==> config.mk <==
export PLATFORM = sky130hd
export DESIGN_NAME = mul8_seq_flat
export DESIGN_NICKNAME = d
export VERILOG_FILES = /design/src/rtl/mul8_seq_pkg.sv /design/src/rtl/mul8_seq_if.sv /design/src/rtl/mul8_seq_rca8.sv /design/src/rtl/mul8_seq.sv /design/src/flat_wrapper.sv
export SDC_FILE = /design/constraint.sdc
export NUM_CORES = 1
export LEC_CHECK = 0
export CORE_MARGIN = 8
export CORE_UTILIZATION = 50
export CTS_BUF_LIST = sky130_fd_sc_hd__clkbuf_8
export DETAILED_ROUTE_END_ITERATION = 10
export PLACE_DENSITY = 0.91
export SYNTH_ARGS = -nofsm -noshare
export SYNTH_HDL_FRONTEND = slang
export SYNTH_HIERARCHICAL = 1
export SYNTH_SLANG_ARGS = --single-unit
==> constraint.sdc <==
create_clock -name clk -period 8.7 [get_ports clk]
set_input_delay 1.74 -clock clk [delete_from_list [all_inputs] [get_ports clk]]
set_output_delay 1.74 -clock clk [all_outputs]
set_load 0.02 [all_outputs]
==> src/rtl/mul8_seq_pkg.sv <==
// Shared constants and FSM state type for the sequential 8x8 shift-add multiplier.
// Every other file of the multiplier imports this package.
package mul8_seq_pkg;

   localparam int unsigned Width = 8;
   localparam int unsigned ProdWidth = 2 * Width;

   // Value of count on the final RUN step; eight steps cover all multiplier bits.
   localparam logic [2:0] LastStep = 3'd7;

   typedef enum logic [1:0] {
      StIdle = 2'd0,
      StRun  = 2'd1,
      StDone = 2'd2
   } state_e;

endpackage

==> src/rtl/mul8_seq_if.sv <==
// Operand/result handshake bundle for mul8_seq.
// The master drives operands and accepts results; the slave is the multiplier.
interface mul8_seq_if;
   import mul8_seq_pkg::*;

   logic                 in_valid;
   logic                 in_ready;
   logic [Width-1:0]     a;
   logic [Width-1:0]     b;
   logic                 out_valid;
   logic                 out_ready;
   logic [ProdWidth-1:0] product;
   logic                 busy;

   modport master (
      output in_valid, a, b, out_ready,
      input  in_ready, out_valid, product, busy
   );

   modport slave (
      input  in_valid, a, b, out_ready,
      output in_ready, out_valid, product, busy
   );

endinterface

==> src/rtl/mul8_seq_rca8.sv <==
// 8-bit ripple-carry adder; computes the partial-product sum in each multiplier step.
// Ports follow the adder's established order: carry out, sum, a, b, carry in.
module mul8_seq_rca8 (
   output logic       cout,
   output logic [7:0] sum,
   input  logic [7:0] a,
   input  logic [7:0] b,
   input  logic       cin
);

   logic [8:0] carry;

   always_comb begin
      carry[0] = cin;
      sum      = '0;
      for (int i = 0; i < 8; i++) begin
         sum[i]       = a[i] ^ b[i] ^ carry[i];
         carry[i + 1] = (a[i] & b[i]) | (carry[i] & (a[i] ^ b[i]));
      end
      cout = carry[8];
   end

endmodule

==> src/rtl/mul8_seq.sv <==
// Sequential 8x8 unsigned shift-add multiplier with valid/ready on both sides.
// One RCA8 add per cycle; the 16-bit product accumulates in the {acc, q} register pair.
module mul8_seq
   import mul8_seq_pkg::*;
(
   input  logic       clk,
   input  logic       rst,
   mul8_seq_if.slave  bus
);

   state_e         state_q, state_d;
   logic [Width-1:0] m_q, m_d;
   logic [Width-1:0] acc_q, acc_d;
   logic [Width-1:0] q_q, q_d;
   logic [2:0]       count_q, count_d;

   logic             add_cout;
   logic [Width-1:0] add_sum;
   logic [Width-1:0] add_b;

   logic in_ready, out_valid, busy;

   assign add_b = q_q[0] ? m_q : '0;

   mul8_seq_rca8 u_rca8 (
      .cout (add_cout),
      .sum  (add_sum),
      .a    (acc_q),
      .b    (add_b),
      .cin  (1'b0)
   );

   always_ff @(posedge clk) begin
      if (rst) begin
         state_q <= StIdle;
         m_q     <= '0;
         acc_q   <= '0;
         q_q     <= '0;
         count_q <= '0;
      end else begin
         state_q <= state_d;
         m_q     <= m_d;
         acc_q   <= acc_d;
         q_q     <= q_d;
         count_q <= count_d;
      end
   end

   always_comb begin
      state_d   = state_q;
      m_d       = m_q;
      acc_d     = acc_q;
      q_d       = q_q;
      count_d   = count_q;
      in_ready  = 1'b0;
      out_valid = 1'b0;
      busy      = 1'b0;

      case (state_q)
         StIdle: begin
            in_ready = 1'b1;
            if (bus.in_valid) begin
               m_d     = bus.a;
               q_d     = bus.b;
               acc_d   = '0;
               count_d = '0;
               state_d = StRun;
            end
         end
         StRun: begin
            busy    = 1'b1;
            // 9-bit sum shifts right into the pair; its LSB becomes a finished product bit.
            acc_d   = {add_cout, add_sum[Width-1:1]};
            q_d     = {add_sum[0], q_q[Width-1:1]};
            count_d = count_q + 3'd1;
            if (count_q == LastStep) begin
               state_d = StDone;
            end
         end
         StDone: begin
            out_valid = 1'b1;
            if (bus.out_ready) begin
               state_d = StIdle;
            end
         end
         default: begin
            state_d = StIdle;
         end
      endcase
   end

   assign bus.in_ready  = in_ready;
   assign bus.out_valid = out_valid;
   assign bus.busy      = busy;
   assign bus.product   = {acc_q, q_q};

endmodule
==> src/flat_wrapper.sv <==
// flat-port wrapper written by rule: the top's interface ports become plain ports
module mul8_seq_flat import mul8_seq_pkg::*;
  (clk, rst, bus_in_valid, bus_a, bus_b, bus_out_ready, bus_in_ready, bus_out_valid, bus_product, bus_busy);
  mul8_seq_if bus_i ();
  input  logic clk;
  input  logic rst;
  input wire logic [$bits(bus_i.in_valid)-1:0] bus_in_valid;
  input wire logic [$bits(bus_i.a)-1:0] bus_a;
  input wire logic [$bits(bus_i.b)-1:0] bus_b;
  input wire logic [$bits(bus_i.out_ready)-1:0] bus_out_ready;
  output wire logic [$bits(bus_i.in_ready)-1:0] bus_in_ready;
  output wire logic [$bits(bus_i.out_valid)-1:0] bus_out_valid;
  output wire logic [$bits(bus_i.product)-1:0] bus_product;
  output wire logic [$bits(bus_i.busy)-1:0] bus_busy;
  assign bus_i.in_valid = bus_in_valid;
  assign bus_i.a = bus_a;
  assign bus_i.b = bus_b;
  assign bus_i.out_ready = bus_out_ready;
  assign bus_in_ready = bus_i.in_ready;
  assign bus_out_valid = bus_i.out_valid;
  assign bus_product = bus_i.product;
  assign bus_busy = bus_i.busy;
  mul8_seq u_core (.clk(clk), .rst(rst), .bus(bus_i));
endmodule
==> results.sh <==
export IMPL_fp_dieArea_um2=4710
export IMPL_postRouteAntennaNets=0
export IMPL_crit_path_end_kind="flop"
export IMPL_cts_tree="built"
export IMPL_min_path_cells=2
export IMPL_cp_required_ns=8.92
export IMPL_p_leak_nw=0.779
export IMPL_first_pass_iters=4
export IMPL_drive_above_1_share_pct=7.74
export IMPL_synth_cell_area_um2=1390
export IMPL_r2r_cells=14
export IMPL_grt_antenna_before_repair=0
export IMPL_yosys_warnings=6
export IMPL_nets=197
export IMPL_hold_buffers=0
export IMPL_fillerInstances=222
export IMPL_setup_tns_ns=0
export IMPL_io_buffers=38
export IMPL_die_w_um=68.6
export IMPL_die_h_um=68.6
export IMPL_multi_input_area_um2=703
export IMPL_start_kind="flop"
export IMPL_syn_instance_count=130
export IMPL_cap_viol_max_count=0
export IMPL_routedWlPerCell_um=15.1
export IMPL_synth_distinct_cells=23
export IMPL_vias_per_cell=5.26
export IMPL_stdcell_count=199
export IMPL_synth_seq_cells=29
export IMPL_power_frac_comb_pct=16.4
export IMPL_syn_nets=160
export IMPL_drt_initial_drc_count=58
export IMPL_rows=19
export IMPL_grt_ovfl_total=0
export IMPL_slew_violations=0
export IMPL_p_clk_share_pct=34.5
export IMPL_num_vias=1046
export IMPL_period_minus_slack_ns=3.90
export IMPL_yosysSeqAreaShare_pct=41.9
export IMPL_path_clk_slew_ns=0.06
export IMPL_areaGrowthSynthToFinish_pct=32.2
export IMPL_arrival_ns=4.12
export IMPL_clockBufferDepth=2
export IMPL_final_hold_violation_count=0
export IMPL_seq_power_share_pct=49.1
export IMPL_cts_sinks=29
export IMPL_diodes=0
export IMPL_root_buffer="clkbuf_8"
export IMPL_cp_max_fo=10
export IMPL_fmax_mhz=256
export IMPL_finalSetupViolCount=0
export IMPL_power_density_nw_per_um2=163
export IMPL_post_route_util_pct=68.1
export IMPL_grt_pass1_vias=1115
export IMPL_avgSynthCellArea_um2=10.7
export IMPL_ctsResizeCount=0
export IMPL_regArea_um2=581
export IMPL_cts_max_level=2
export IMPL_drcViolationCount=0
export IMPL_dpl_cell_count=191
export IMPL_vdd_drop_max_mv=0.149
export IMPL_p_sw_share_pct=26.3
export IMPL_tightest_slew_ns=0.890
export IMPL_grt_use_total_pct=14.3
export IMPL_mostFrequentLayoutCell="clkdlybuf4s50_1"
export IMPL_critPathKind="flop to flop"
export IMPL_initial_utilization_pct=51.6
export IMPL_max_slew_margin_pct=40.4
export IMPL_clk_latency_ns=0.28
export IMPL_core_area_um2=2690
export IMPL_wl_mm=3.00
export IMPL_ios=39
export IMPL_clock_skew_final_ns=0.00454
export IMPL_final_cell_mix="clkdlybuf4s50_1 (38), dfxtp_1 (29), nor2_1 (19), mux2i_1 (16), inv_1 (13)"
export IMPL_p_sw_w=0.0000787
export IMPL_gp_congestion=0.760
export IMPL_dp_hpwl_mm=2.28
export IMPL_p_int_w=0.000220
export IMPL_p_total_w=0.000299
export IMPL_fin_ws_ns=4.80
export IMPL_fin_crit_sh_pct=44.8
export IMPL_cts_setup_buffers=0
export IMPL_rsz0062_at_grt="false"
export IMPL_cts_buffers=5
export IMPL_preCtsSetupSlack_ns=4.79
export IMPL_grt_pass1_wl_mm=5.00
export IMPL_hold_class="flop to flop"
export IMPL_outcome="finished clean"
export IMPL_grt_max_degree=21
## metrics by stage
step	cell area (um^2)	hold slack, ns
floorplan	1390	0.452
global placement	1750	0.465
detailed placement	1750	0.483
CTS	1830	0.498
global route	1830	0.513
finish	1830	0.491
## synthesized netlist by cell type
| master | n | area share, % |
|---|---|---|
| buf_4 | 4 | 2.2 |
| nor2_1 | 19 | 5.1 |
| buf_1 | 1 | 0.27 |
| a22o_1 | 10 | 6.3 |
| inv_1 | 12 | 3.3 |
| dfxtp_1 | 29 | 42 |
| o21ba_1 | 1 | 0.72 |
| fa_1 | 8 | 12 |
| and2_1 | 8 | 3.6 |
| a211oi_2 | 2 | 1.8 |
| conb_1 | 1 | 0.27 |
| nor2_2 | 1 | 0.45 |
| mux2i_1 | 16 | 12 |
| nor3b_1 | 1 | 0.54 |
| ha_1 | 2 | 1.8 |
| mux2_2 | 1 | 0.81 |
| a211oi_1 | 6 | 3.3 |
| buf_2 | 1 | 0.36 |
| a22oi_1 | 1 | 0.54 |
| nor2b_1 | 2 | 0.90 |
| a21oi_1 | 1 | 0.36 |
| buf_6 | 2 | 1.6 |
| and2b_4 | 1 | 0.72 |
## final timing paths
path	start	end	slack [ns]
worst max-delay path	u_core/q_q[0]	u_core/acc_q[6]	4.80
worst min-delay path	u_core/m_q[2]	u_core/m_q[2]	0.49
worst max register to register	u_core/q_q[0]	u_core/acc_q[6]	4.80
worst min register to register	u_core/m_q[2]	u_core/m_q[2]	0.49
## layout make-up
class,count,share of cell area (%)
clock inverter,3,0.752
sequential,29,31.7
timing repair buffer,38,20.8
inverter,12,2.46
multi-input combinational,81,38.4
tap,31,2.12
clock buffer,5,3.76
## registers in the layout, summed over array words and instances (netlist names)
| register | count |
|---|---|
| u_core/q_q | 8 |
| u_core/acc_q | 8 |
| u_core/state_q | 2 |
| u_core/count_q | 3 |
| u_core/m_q | 8 |
## metal layers
metal	vias up	share of wire (%)	global-route usage (%)
met4	0	1.3	9.97
met3	5	11	6.79
met1	501	41	15.2
li1	503	-	-
met5	-	0	0
met2	37	46	22.2
## worst max-delay path, cell delays in order (launching register included)
cell and delay, ns:
dfxtp_1 0.38, and2_1 0.19, fa_1 0.40, inv_1 0.08, fa_1 0.16, inv_1 0.05
fa_1 0.37, fa_1 0.39, fa_1 0.38, fa_1 0.41, fa_1 0.38, inv_1 0.08
fa_1 0.40, inv_1 0.06, a22o_1 0.11
## power by group through the flow
stage,clock network [W],registers (W),logic (W)
after floorplan,0,0.000152,0.0000266
after global placement,0,0.000149,0.0000477
after detailed placement,0,0.000150,0.0000492
after CTS,0.000107,0.000147,0.0000495
after global routing,0.000113,0.000148,0.0000533
final,0.000103,0.000147,0.0000491
## logic make-up (layout without fill, tap and decap cells)
family / count (synthesis) / count (layout) / share of synthesized area (%)
AO/OA/AOI/OAI: 21 / 21 / 13.0
adder cells (fa/ha/maj): 10 / 10 / 13.4
buffers and inverters: 20 / 58 / 7.68
flip-flops: 29 / 29 / 41.9
multiplexers: 17 / 17 / 12.4
other: 1 / 1 / 0.271
AND/OR/NAND/NOR: 32 / 32 / 11.4
Power figures use the tool's default switching activity.
